[config.mk]
export PLATFORM = sky130hd
export DESIGN_NAME = dmem_ctrl_flat
export DESIGN_NICKNAME = d
export VERILOG_FILES = /design/src/rtl/dmem_ctrl_pkg.sv /design/src/rtl/dmem_ctrl_if.sv /design/src/rtl/dmem_ctrl_load_ext.sv /design/src/rtl/dmem_ctrl.sv /design/src/flat_wrapper.sv
export SDC_FILE = /design/constraint.sdc
export NUM_CORES = 1
export LEC_CHECK = 0
export ABC_AREA = 1
export CORE_MARGIN = 2
export CORE_UTILIZATION = 41
export DETAILED_ROUTE_END_ITERATION = 7
export GPL_ROUTABILITY_DRIVEN = 0
export PLACE_DENSITY = 0.79
export SLEW_MARGIN = 0
export SYNTH_ARGS = -nofsm -noshare
export SYNTH_HDL_FRONTEND = slang
export SYNTH_SLANG_ARGS = --single-unit
[constraint.sdc]
create_clock -name clk -period 3.5 [get_ports clk]
set_clock_uncertainty 0.15 [all_clocks]
set_input_delay 0.525 -clock clk [delete_from_list [all_inputs] [get_ports clk]]
set_output_delay 0.525 -clock clk [all_outputs]
set_load 0.1 [all_outputs]
[src/rtl/dmem_ctrl_pkg.sv]
// Shared definitions for the M-stage data-memory controller: access-size
// encodings, FSM states, timeout default and byte-lane helpers.
package dmem_ctrl_pkg;

  localparam logic [1:0] MEM_BYTE = 2'b00;
  localparam logic [1:0] MEM_HALF = 2'b01;
  localparam logic [1:0] MEM_WORD = 2'b10;

  localparam int unsigned TIMEOUT_DEFAULT = 16;

  typedef enum logic [1:0] {
    IDLE = 2'b00,
    WAIT = 2'b01,
    DONE = 2'b10
  } dmemState_t;

  // Little-endian lane enables; size 2'b11 behaves as a word.
  function automatic logic [3:0] laneEnables(input logic [1:0] size, input logic [1:0] lo);
    case (size)
      MEM_BYTE: return 4'b0001 << lo;
      MEM_HALF: return 4'b0011 << {lo[1], 1'b0};
      default:  return 4'b1111;
    endcase
  endfunction

  function automatic logic [31:0] laneData(input logic [1:0] size, input logic [31:0] wd);
    case (size)
      MEM_BYTE: return {4{wd[7:0]}};
      MEM_HALF: return {2{wd[15:0]}};
      default:  return wd;
    endcase
  endfunction

endpackage

[src/rtl/dmem_ctrl_if.sv]
// Request/acknowledge data-bus bundle between the M-stage controller
// (master) and a memory or peripheral slave.
interface dmem_ctrl_if;
  logic        bus_req;
  logic        bus_we;
  logic [31:0] bus_addr;
  logic [3:0]  bus_be;
  logic [31:0] bus_wdata;
  logic        bus_ack;
  logic [31:0] bus_rdata;

  modport master (
    output bus_req, bus_we, bus_addr, bus_be, bus_wdata,
    input  bus_ack, bus_rdata
  );

  modport slave (
    input  bus_req, bus_we, bus_addr, bus_be, bus_wdata,
    output bus_ack, bus_rdata
  );
endinterface

[src/rtl/dmem_ctrl_load_ext.sv]
// Load-data lane select and sign/zero extension; purely combinational so an
// instruction-side unit can reuse it unchanged.
module dmem_ctrl_load_ext
  import dmem_ctrl_pkg::*;
(
  input  logic [31:0] rdata,
  input  logic [1:0]  lane,
  input  logic [1:0]  size,
  input  logic        sign,
  output logic [31:0] ext
);

  logic signed [7:0]  byteSel;
  logic signed [15:0] halfSel;
  logic signed [31:0] byteSx;
  logic signed [31:0] halfSx;

  always_comb begin
    case (lane)
      2'd0:    byteSel = rdata[7:0];
      2'd1:    byteSel = rdata[15:8];
      2'd2:    byteSel = rdata[23:16];
      default: byteSel = rdata[31:24];
    endcase
    halfSel = lane[1] ? rdata[31:16] : rdata[15:0];
    byteSx  = byteSel;
    halfSx  = halfSel;

    case (size)
      MEM_BYTE: ext = sign ? byteSx : {24'b0, byteSel};
      MEM_HALF: ext = sign ? halfSx : {16'b0, halfSel};
      default:  ext = rdata;
    endcase
  end

endmodule

[src/rtl/dmem_ctrl.sv]
// M-stage data-memory controller: one load/store becomes one bus transaction
// with a timeout guard. Define DMEM_ALIGN_CHECK_EN to trap misaligned accesses.
module dmem_ctrl
  import dmem_ctrl_pkg::*;
#(
  parameter int unsigned TIMEOUT = TIMEOUT_DEFAULT
)(
  input  logic        clk,
  input  logic        rst,
  input  logic        memenM,
  input  logic        memwriteM,
  input  logic [1:0]  memsizeM,
  input  logic        memsignM,
  input  logic [31:0] aluoutM,
  input  logic [31:0] writedataM,
  output logic [31:0] readdataM,
  output logic        stallM,
  output logic        buserrM,
  output logic        adelM,
  output logic        adesM,
  dmem_ctrl_if.master bus
);

  localparam logic [7:0] TIMEOUT_CNT = TIMEOUT[7:0];

  dmemState_t  state, stateNext;
  logic [7:0]  waitCnt;
  logic [1:0]  addrLoL, sizeL;
  logic        signL, weL;
  logic [1:0]  addrLoEff;
  logic        alignFault;
  logic        start, ackHit, toHit;
  logic [31:0] loadData;

`ifdef DMEM_ALIGN_CHECK_EN
  assign alignFault = ((memsizeM == MEM_HALF) && aluoutM[0]) ||
                      (memsizeM[1] && (aluoutM[1:0] != 2'b00));
  assign addrLoEff  = aluoutM[1:0];
`else
  // Without trapping, misaligned addresses snap down to the natural boundary.
  assign alignFault = 1'b0;
  assign addrLoEff  = (memsizeM == MEM_BYTE) ? aluoutM[1:0] :
                      (memsizeM == MEM_HALF) ? {aluoutM[1], 1'b0} : 2'b00;
`endif

  dmem_ctrl_load_ext loadExt (
    .rdata (bus.bus_rdata),
    .lane  (addrLoL),
    .size  (sizeL),
    .sign  (signL),
    .ext   (loadData)
  );

  always_ff @(posedge clk or posedge rst) begin
    if (rst) state <= IDLE;
    else     state <= stateNext;
  end

  always_comb begin
    stateNext = state;
    case (state)
      IDLE:    if (start)           stateNext = WAIT;
      WAIT:    if (ackHit || toHit) stateNext = DONE;
      default:                      stateNext = IDLE;
    endcase
  end

  always_comb begin
    start  = 1'b0;
    ackHit = 1'b0;
    toHit  = 1'b0;
    stallM = 1'b0;
    adelM  = 1'b0;
    adesM  = 1'b0;
    case (state)
      IDLE: begin
        start  = memenM && !alignFault;
        stallM = start;
        adelM  = memenM && alignFault && !memwriteM;
        adesM  = memenM && alignFault && memwriteM;
      end
      WAIT: begin
        stallM = 1'b1;
        ackHit = bus.bus_ack;
        toHit  = !bus.bus_ack && (waitCnt == TIMEOUT_CNT);
      end
      default: ;
    endcase
  end

  // Issue: register bus outputs and access attributes; WAIT: count and complete.
  always_ff @(posedge clk or posedge rst) begin
    if (rst) begin
      bus.bus_req   <= 1'b0;
      bus.bus_we    <= 1'b0;
      bus.bus_addr  <= '0;
      bus.bus_be    <= '0;
      bus.bus_wdata <= '0;
      readdataM     <= '0;
      buserrM       <= 1'b0;
      waitCnt       <= '0;
      addrLoL       <= '0;
      sizeL         <= '0;
      signL         <= 1'b0;
      weL           <= 1'b0;
    end else begin
      buserrM <= toHit;
      if (start) begin
        bus.bus_req   <= 1'b1;
        bus.bus_we    <= memwriteM;
        bus.bus_addr  <= {aluoutM[31:2], 2'b00};
        bus.bus_be    <= laneEnables(memsizeM, addrLoEff);
        bus.bus_wdata <= laneData(memsizeM, writedataM);
        waitCnt       <= '0;
        addrLoL       <= addrLoEff;
        sizeL         <= memsizeM;
        signL         <= memsignM;
        weL           <= memwriteM;
      end else if (state == WAIT) begin
        if (ackHit || toHit) bus.bus_req <= 1'b0;
        else                 waitCnt     <= waitCnt + 8'd1;
      end
      if (ackHit && !weL) readdataM <= loadData;
      else if (toHit)     readdataM <= '0;
    end
  end

endmodule

[src/flat_wrapper.sv]
// flat-port wrapper written by rule: the top's interface ports become plain ports
module dmem_ctrl_flat import dmem_ctrl_pkg::*;
#(
  parameter int unsigned TIMEOUT = TIMEOUT_DEFAULT
)
  (clk, rst, memenM, memwriteM, memsizeM, memsignM, aluoutM, writedataM, readdataM, stallM, buserrM, adelM, adesM, bus_bus_req, bus_bus_we, bus_bus_addr, bus_bus_be, bus_bus_wdata, bus_bus_ack, bus_bus_rdata);
  dmem_ctrl_if bus_i ();
  input  logic clk;
  input  logic rst;
  input  logic memenM;
  input  logic memwriteM;
  input  logic [1:0] memsizeM;
  input  logic memsignM;
  input  logic [31:0] aluoutM;
  input  logic [31:0] writedataM;
  output logic [31:0] readdataM;
  output logic stallM;
  output logic buserrM;
  output logic adelM;
  output logic adesM;
  output wire logic [$bits(bus_i.bus_req)-1:0] bus_bus_req;
  output wire logic [$bits(bus_i.bus_we)-1:0] bus_bus_we;
  output wire logic [$bits(bus_i.bus_addr)-1:0] bus_bus_addr;
  output wire logic [$bits(bus_i.bus_be)-1:0] bus_bus_be;
  output wire logic [$bits(bus_i.bus_wdata)-1:0] bus_bus_wdata;
  input wire logic [$bits(bus_i.bus_ack)-1:0] bus_bus_ack;
  input wire logic [$bits(bus_i.bus_rdata)-1:0] bus_bus_rdata;
  assign bus_bus_req = bus_i.bus_req;
  assign bus_bus_we = bus_i.bus_we;
  assign bus_bus_addr = bus_i.bus_addr;
  assign bus_bus_be = bus_i.bus_be;
  assign bus_bus_wdata = bus_i.bus_wdata;
  assign bus_i.bus_ack = bus_bus_ack;
  assign bus_i.bus_rdata = bus_bus_rdata;
  dmem_ctrl #(.TIMEOUT(TIMEOUT)) u_core (.clk(clk), .rst(rst), .memenM(memenM), .memwriteM(memwriteM), .memsizeM(memsizeM), .memsignM(memsignM), .aluoutM(aluoutM), .writedataM(writedataM), .readdataM(readdataM), .stallM(stallM), .buserrM(buserrM), .adelM(adelM), .adesM(adesM), .bus(bus_i));
endmodule
==> flow_summary.json, run 1 <==
{
  "antenna_found_initial": 0,
  "clock_sinks": 116,
  "rows": 43,
  "yosys.area_share.xor_xnor_pct": 0.301,
  "post-route-drc-count": 0,
  "antennaDiodeCount": 0,
  "htree_levels": 4,
  "path_cells": "clkdlybuf4s50_1",
  "hpwl_mm": 12.6,
  "netlist_instances": 767,
  "clk_pin_slew_worst_paths_ns": 0.05,
  "synth_simple_gate_area_share_pct": 31.6,
  "die_x_um": 123,
  "cts_hold_buf": 0,
  "yosysTopAreaCellShare_pct": 49.9,
  "grt_pass1_wl_mm": 28.1,
  "path_class": "flop to primary output",
  "coreArea_um2": 13900,
  "finalCritPeriodShare_pct": 75.1,
  "start_util_pct": 41.9,
  "slowest_stage": "clkdlybuf4s50_1",
  "cts_buffer_depth": 2,
  "vias_per_cell": 5.07,
  "overflow": 0,
  "ys_seq_area_share_pct": 49.9,
  "io_buffers": 205,
  "drt_iter0_markers": 473,
  "wirelength_mm": 17.9,
  "hold_viol_final": 0,
  "grtUsageTotal_pct": 24.1,
  "timing.fmax_ghz": 0.380,
  "ys_warn_count": 0,
  "path_buf_inv": 1,
  "synthMuxAreaShare_pct": 0,
  "finalMaxSlewViolations": 0,
  "cts-resized-gates": 0,
  "ys_top_cells_by_area": "dfrtp_1 (50%), nand2_1 (19%), nand3_1 (5.9%), a21oi_1 (5.6%), nor2_1 (4.2%)",
  "rsz0062_at_grt": "false",
  "clock_latency_ns": 0.42,
  "synth_adder_area_share_pct": 0.430,
  "worstSetupEndpointType": "primary output",
  "crit_fanout": 2,
  "final.setup.tns_ns": 0,
  "grt_max_degree": 45,
  "cp.required_ns": 2.82,
  "netlist_area_um2": 5810,
  "areaGrowthSynthToFinish_pct": 46.6,
  "cts_made_buffers": 17,
  "crit_arrival_ns": 1.96,
  "max_stage_delay_ns": 1.16,
  "post-route-min-period_ns": 2.63,
  "wl_per_cell_um": 15.5,
  "grt_pass1_vias": 5670,
  "worst_setup_path_start_kind": "flop",
  "dieHeight_um": 123,
  "first_pass_iters": 5,
  "yosysTopAreaCell": "dfrtp_1",
  "worstMarginPinSlew_ns": 1.03,
  "num_io_pins": 210,
  "postRouteAntennaNets": 0,
  "final-instance-count-excl-fill": 1155,
  "synth-compound-area-share_pct": 9.51,
  "cts_root_buffer": "clkbuf_16",
  "hold_path.class": "flop to flop",
  "synth_top_family_by_area": "simple AND/OR/NAND/NOR gates",
  "drv_cap": 0,
  "cts_tree": "yes",
  "nets": 1068,
  "critical_path.top_delay_family": "buffers and inverters",
  "finalSetupViolCount": 0,
  "die_area_um2": 15100,
  "dr_total_vias": 5851,
  "yosysUniqueCellTypes": 34,
  "place_inst": 1123,
  "synth.avg_cell_area_um2": 7.58,
  "drive_above_1_share_pct": 7.28,
  "hold_slack_ns": 0.328,
  "ys_ff_latch": 116,
  "post_cts_buffers": 0,
  "max_slew_margin_pct": 31.3,
  "status": "finished, final reports clean"
}
[stage by stage]
step	setup WS, ns	cell area (um^2)	util [%]
finish	0.870	8520	61.4
global route	0.832	8520	61.4
CTS	0.849	8520	61.4
detailed placement	0.920	7950	57.3
global placement	1.06	7950	57.3
floorplan	0.305	5830	-
[cells by family after synthesis]
group,count (synthesis)
simple gates,441
flops,116
compound gates,106
buf+inv,99
xor+xnor,2
fa+ha+maj,2
other cells,1
[layout by cell type (no fill, tap or decap), types with 2 or more instances in the layout]
master           synthesis  layout
a21oi_1                 65      65
a31oi_1                 12      12
and3_1                   3       3
buf_12                   0       3
buf_4                    7      16
bufinv_16                0       2
clkbuf_16                0      17
clkdlybuf4s50_1          0     195
clkinv_1                 2       2
clkinv_2                 0       6
clkinv_4                 0       2
clkinvlp_4               0       5
conb_1                   1       4
dfrtp_1                116     116
ha_1                     2       2
inv_1                   50      48
inv_2                    4       5
nand2_1                290     289
nand2_2                  1       2
nand3_1                 68      68
nand3_2                  2       2
nand3_4                  2       2
nand4_1                  3       3
nor2_1                  65      65
nor2_4                   3       3
o21ai_0                 25      25
xor2_1                   2       2
[registers in the layout, indices dropped and copies added, names as in the netlist]
name and count:
u_core.buserrM 1, u_core.sizeL 2, u_core.waitCnt 8, u_core.bus.bus_addr 30
u_core.state 2, u_core.signL 1, u_core.bus.bus_we 1, u_core.bus.bus_be 4
u_core.addrLoL 2, u_core.bus.bus_wdata 32, u_core.bus.bus_req 1, u_core.readdataM 32
[Yosys cell counts]
library cell / instances
inv_1: 50
inv_4: 1
or2_1: 1
nand2_4: 1
nor2_1: 65
nand3_4: 2
buf_6: 5
buf_1: 2
o211ai_1: 1
inv_2: 4
conb_1: 1
clkbuf_1: 9
nand3_2: 2
nand2_1: 290
dfrtp_1: 116
ha_1: 2
nand4_1: 3
a21oi_1: 65
o21ai_0: 25
clkinv_1: 2
bufinv_8: 1
o21ai_1: 1
nand3_1: 68
o21a_1: 1
o21bai_1: 1
nor2_4: 3
nor2_2: 1
nand2_2: 1
and3_1: 3
buf_4: 7
xor2_1: 2
a31oi_1: 12
nor3b_1: 1
buf_2: 18
[layer usage]
layer / wire length (um) / vias to the layer above / share of wire, % / global-route usage [%]
li1: - / 2826 / - / -
met1: 7330 / 2698 / 41 / 29.6
met2: 8220 / 298 / 46 / 38.2
met3: 1970 / 29 / 11 / 9.46
met4: 361 / 0 / 2.0 / 9.59
met5: 0 / - / 0 / 0
[area by class of cell]
cell class              instances  area (um^2)
fillers                      1255         5360
flip-flops and latches        116         2900
multi-input cells             555         2450
repair buffers                214         2130
clock buffers                  18          439
inverters                      58          238
well taps                     180          225
clock inverters                14          138
[final timing paths]
check | startpoint | end | slack, ns | cells past startpoint
worst max-delay path | u_core.readdataM[31] | readdataM[31] | 0.87 | 1
min in group asynchronous | rst | u_core.readdataM[18] | 0.51 | 2
max in group asynchronous | rst | u_core.bus.bus_wdata[2] | 1.93 | 3
worst min-delay path | u_core.bus.bus_addr[13] | u_core.bus.bus_addr[13] | 0.33 | 2
worst max register to register | u_core.addrLoL[1] | u_core.readdataM[26] | 1.33 | 7
worst min register to register | u_core.bus.bus_addr[13] | u_core.bus.bus_addr[13] | 0.33 | 2
Power of run 1 is not shown: default switching activity piles up to over one toggle a cycle in this logic, so the estimate is an artifact.
==> run 2: changes to the inputs <==
- clock period: 3.5 -> 2.4 ns (I/O delays scaled with it)
==> flow_summary.json, run 2 (same netlist as run 1, synthesis figures left out) <==
{
  "slowest_stage": "nand3_2",
  "start_util_pct": 41.9,
  "htree_levels": 4,
  "grt_pass1_vias": 5540,
  "dr_total_vias": 5887,
  "wl_met1_mm": 7.20,
  "status": "finished, final reports clean",
  "post_cts_buffers": 0,
  "worstMarginPinSlew_ns": 0.821,
  "top_layer_used": "met4",
  "crit_fanout": 34,
  "clock_sinks": 116,
  "cp_num_cells": 6,
  "drive_above_1_share_pct": 17.1,
  "die_area_um2": 15100,
  "max_slew_margin_pct": 45.3,
  "num_io_pins": 210,
  "post-route-min-period_ns": 2.03,
  "drv_cap": 0,
  "hold_path.class": "input pin to async pin",
  "cts_tree": "yes",
  "worst_setup_path_start_kind": "flop",
  "path_cells": "inv_1, ha_1, and3_1, nand3_2, nand3_1, nand2_1",
  "post-route-drc-count": 0,
  "hold_viol_final": 0,
  "wl_met2_mm": 7.76,
  "reg_top3": "u_core.bus.bus_wdata x32, u_core.readdataM x32, u_core.bus.bus_addr x30",
  "cp.required_ns": 2.55,
  "cts_made_buffers": 17,
  "worstSetupEndpointType": "flop",
  "cts_root_buffer": "clkbuf_16",
  "grt_pass1_wl_mm": 27.6,
  "hpwl_mm": 12.3,
  "antenna_found_initial": 0,
  "coreArea_um2": 13900,
  "layout_commonest_cell": "nand2_1",
  "final-instance-count-excl-fill": 1158,
  "antennaDiodeCount": 0,
  "path_buf_inv": 1,
  "final.setup.tns_ns": 0,
  "rsz0062_at_grt": "false",
  "cts_buffer_depth": 2,
  "rows": 43,
  "grt_max_degree": 117,
  "crit_arrival_ns": 2.18,
  "wl_per_cell_um": 14.9,
  "place_inst": 1127,
  "dieHeight_um": 123,
  "critical_path.top_delay_family": "simple AND/OR/NAND/NOR gates",
  "max_stage_delay_ns": 0.52,
  "final_cell_mix": "nand2_1 (289), dfrtp_1 (116), buf_4 (111)",
  "grtUsageTotal_pct": 23.6,
  "clock_latency_ns": 0.42,
  "cts_hold_buf": 0,
  "path_class": "flop to flop",
  "first_pass_iters": 5,
  "finalCritPeriodShare_pct": 84.7,
  "areaGrowthSynthToFinish_pct": 42.6,
  "r2r_cells": 6,
  "wl_met3_mm": 1.76,
  "wirelength_mm": 17.2,
  "overflow": 0,
  "finalMaxSlewViolations": 0,
  "cts-resized-gates": 0,
  "clk_pin_slew_worst_paths_ns": 0.06,
  "timing.fmax_ghz": 0.492,
  "vias_per_cell": 5.08,
  "drt_iter0_markers": 485,
  "postRouteAntennaNets": 0,
  "nets": 1072,
  "die_x_um": 123,
  "finalSetupViolCount": 0,
  "io_buffers": 205
}
## run 2: per-stage QoR
stage          area, um^2  hold slack [ns]  util [%]  setup WS [ns]
2_1_floorplan        5830            0.320         -          0.477
3_3_place_gp         7760            0.314      55.9          0.185
3_5_place_dp         7760            0.316      55.9          0.142
4_1_cts              8290            0.313      59.7          0.386
5_1_grt              8290            0.331      59.7          0.217
6_report             8290            0.292      59.7          0.368
## run 2: path summary, 6_finish.rpt
kind | start | endpoint | slack [ns]
worst max-delay path | u_core.waitCnt[0] | u_core.readdataM[3] | 0.37
worst min-delay path | rst | u_core.readdataM[23] | 0.29
worst max register to register | u_core.waitCnt[0] | u_core.readdataM[3] | 0.37
worst min register to register | u_core.bus.bus_wdata[4] | u_core.bus.bus_wdata[4] | 0.33
max in group asynchronous | rst | u_core.state[0] | 1.25
min in group clk | aluoutM[15] | u_core.bus.bus_addr[15] | 0.32
## run 2: final cells by class
| class | instances | area, um^2 |
|---|---|---|
| Clock inverter | 13 | 87.6 |
| Sequential cell | 116 | 2900 |
| Multi-Input combinational cell | 555 | 2450 |
| Tap cell | 180 | 225 |
| Inverter | 58 | 238 |
| Timing Repair Buffer | 218 | 1940 |
| Clock buffer | 18 | 439 |
| Fill cell | 1232 | 5590 |
## run 2: worst reg2reg max path, delay by kind of cell, from the launching register on
family / cells / cell delay, ns
adder cells (fa/ha/maj): 1 / 0.19
flip-flops: 1 / 0.40
AND/OR/NAND/NOR: 4 / 1.08
buffers and inverters: 1 / 0.09
## run 2: metal layers
metal  vias up  track usage [%]
li1       2834                -
met1      2732             29.3
met2       278             36.7
met3        43             8.67
met4         0             10.7
met5         -                0
Power of run 2 is left out for the same reason.
==> run 3: changes to the inputs <==
- CORE_UTILIZATION: 41 -> 45
- PLACE_DENSITY: 0.79 -> 0.83
- clock period: 2.4 -> 2 ns (I/O delays scaled with it)
==> flow_summary.json, run 3 (same netlist as run 1, synthesis figures left out) <==
{
  "postRouteAntennaNets": 0,
  "die_area_um2": 13800,
  "antennaDiodeCount": 0,
  "hold_path.class": "input pin to async pin",
  "finalCritPeriodShare_pct": 94.6,
  "rsz0062_at_grt": "false",
  "post_cts_buffers": 0,
  "htree_levels": 4,
  "finalSetupViolCount": 0,
  "drt_iter0_markers": 481,
  "n_fill_cell": 1037,
  "finalMaxSlewViolations": 0,
  "reg_top3": "u_core.bus.bus_wdata x32, u_core.readdataM x32, u_core.bus.bus_addr x30",
  "hold_viol_final": 0,
  "cp.required_ns": 1.55,
  "path_class": "flop to primary output",
  "max_stage_delay_ns": 0.43,
  "dieHeight_um": 118,
  "preCtsSetupSlack_ns": 0.0278,
  "drive_above_1_share_pct": 17.5,
  "clock_sinks": 116,
  "layout_commonest_cell": "nand2_1",
  "cts-resized-gates": 0,
  "first_pass_iters": 5,
  "crit_fanout": 6,
  "coreArea_um2": 12600,
  "worst_setup_path_start_kind": "flop",
  "num_io_pins": 210,
  "status": "finished, final reports clean",
  "grtUsageTotal_pct": 26.2,
  "seq_area_um2": 2900,
  "max_slew_margin_pct": 64.8,
  "worstMarginPinSlew_ns": 0.528,
  "io_buffers": 205,
  "post-route-min-period_ns": 1.89,
  "grt_max_degree": 97,
  "grt_pass1_wl_mm": 28.9,
  "nets": 1079,
  "multi_input_area_um2": 2450,
  "grt_pass1_vias": 5863,
  "path_buf_inv": 1,
  "cts_made_buffers": 17,
  "vias_per_cell": 5.10,
  "clock_latency_ns": 0.42,
  "slowest_stage": "dfrtp_1",
  "areaGrowthSynthToFinish_pct": 46.8,
  "wirelength_mm": 17.7,
  "wl_per_cell_um": 15.3,
  "cts_root_buffer": "clkbuf_16",
  "cts_buffer_depth": 2,
  "crit_arrival_ns": 1.44,
  "final_cell_mix": "nand2_1 (289), dfrtp_1 (116), buf_4 (109)",
  "antenna_found_initial": 0,
  "cts_hold_buf": 0,
  "worstSetupEndpointType": "primary output",
  "crit_start": "u_core.state[1]",
  "timing.fmax_ghz": 0.529,
  "final.setup.tns_ns": 0,
  "overflow": 0,
  "cts_tree": "yes",
  "critical_path.top_delay_family": "flip-flops",
  "hpwl_mm": 12.5,
  "die_x_um": 118,
  "path_cells": "nor2_1, nand2_2, o21ai_2, buf_12",
  "fin_ws_ns": 0.109,
  "rows": 41,
  "dr_total_vias": 5892,
  "start_util_pct": 46.1,
  "clk_pin_slew_worst_paths_ns": 0.05,
  "drv_cap": 0,
  "reg2reg_from": "u_core.state[1]",
  "post-route-drc-count": 0
}
[run 3: path summary, 6_finish.rpt]
| check | to | cells after the start | slack, ns |
|---|---|---|---|
| hold reg to reg | u_core.bus.bus_addr[27] | 2 | 0.33 |
| setup reg to reg | u_core.readdataM[12] | 7 | 0.19 |
| max in group asynchronous | u_core.bus.bus_wdata[27] | 3 | 1.05 |
| setup / recovery | stallM | 4 | 0.11 |
| hold / removal | u_core.readdataM[20] | 3 | 0.17 |
| min in group clk | u_core.bus.bus_addr[27] | 3 | 0.26 |
[run 3: final cells by class]
cell class | instances | share of cell area (%)
inverter | 58 | 2.79
clock buffer | 20 | 5.35
timing repair buffer | 225 | 24.7
clock inverter | 10 | 1.83
multi-input combinational | 555 | 28.8
tap | 172 | 2.52
sequential | 116 | 34.0
[run 3: worst min-delay path: stages]
cell and delay [ns]:
clkdlybuf4s50_1 0.44, clkinvlp_4 0.11, buf_4 0.26
[run 3: through the flow]
step                instance area (um^2)  utilization [%]  hold slack (ns)  instances
global route                        8530             67.6            0.202       1156
detailed placement                  7920             62.8            0.316       1126
CTS                                 8530             67.6            0.176       1156
global placement                    7920             62.8            0.315       1126
finish                              8530             67.6            0.173       1156
floorplan                           5830                -            0.260        770
[run 3: metal layers]
metal,track usage (%),up-vias,routed length [um]
li1,-,2846,-
met1,31.1,2688,6970
met2,42.2,315,8330
met3,9.88,43,1910
met4,11.9,0,513
met5,0,-,0
Power of run 3 is left out for the same reason.
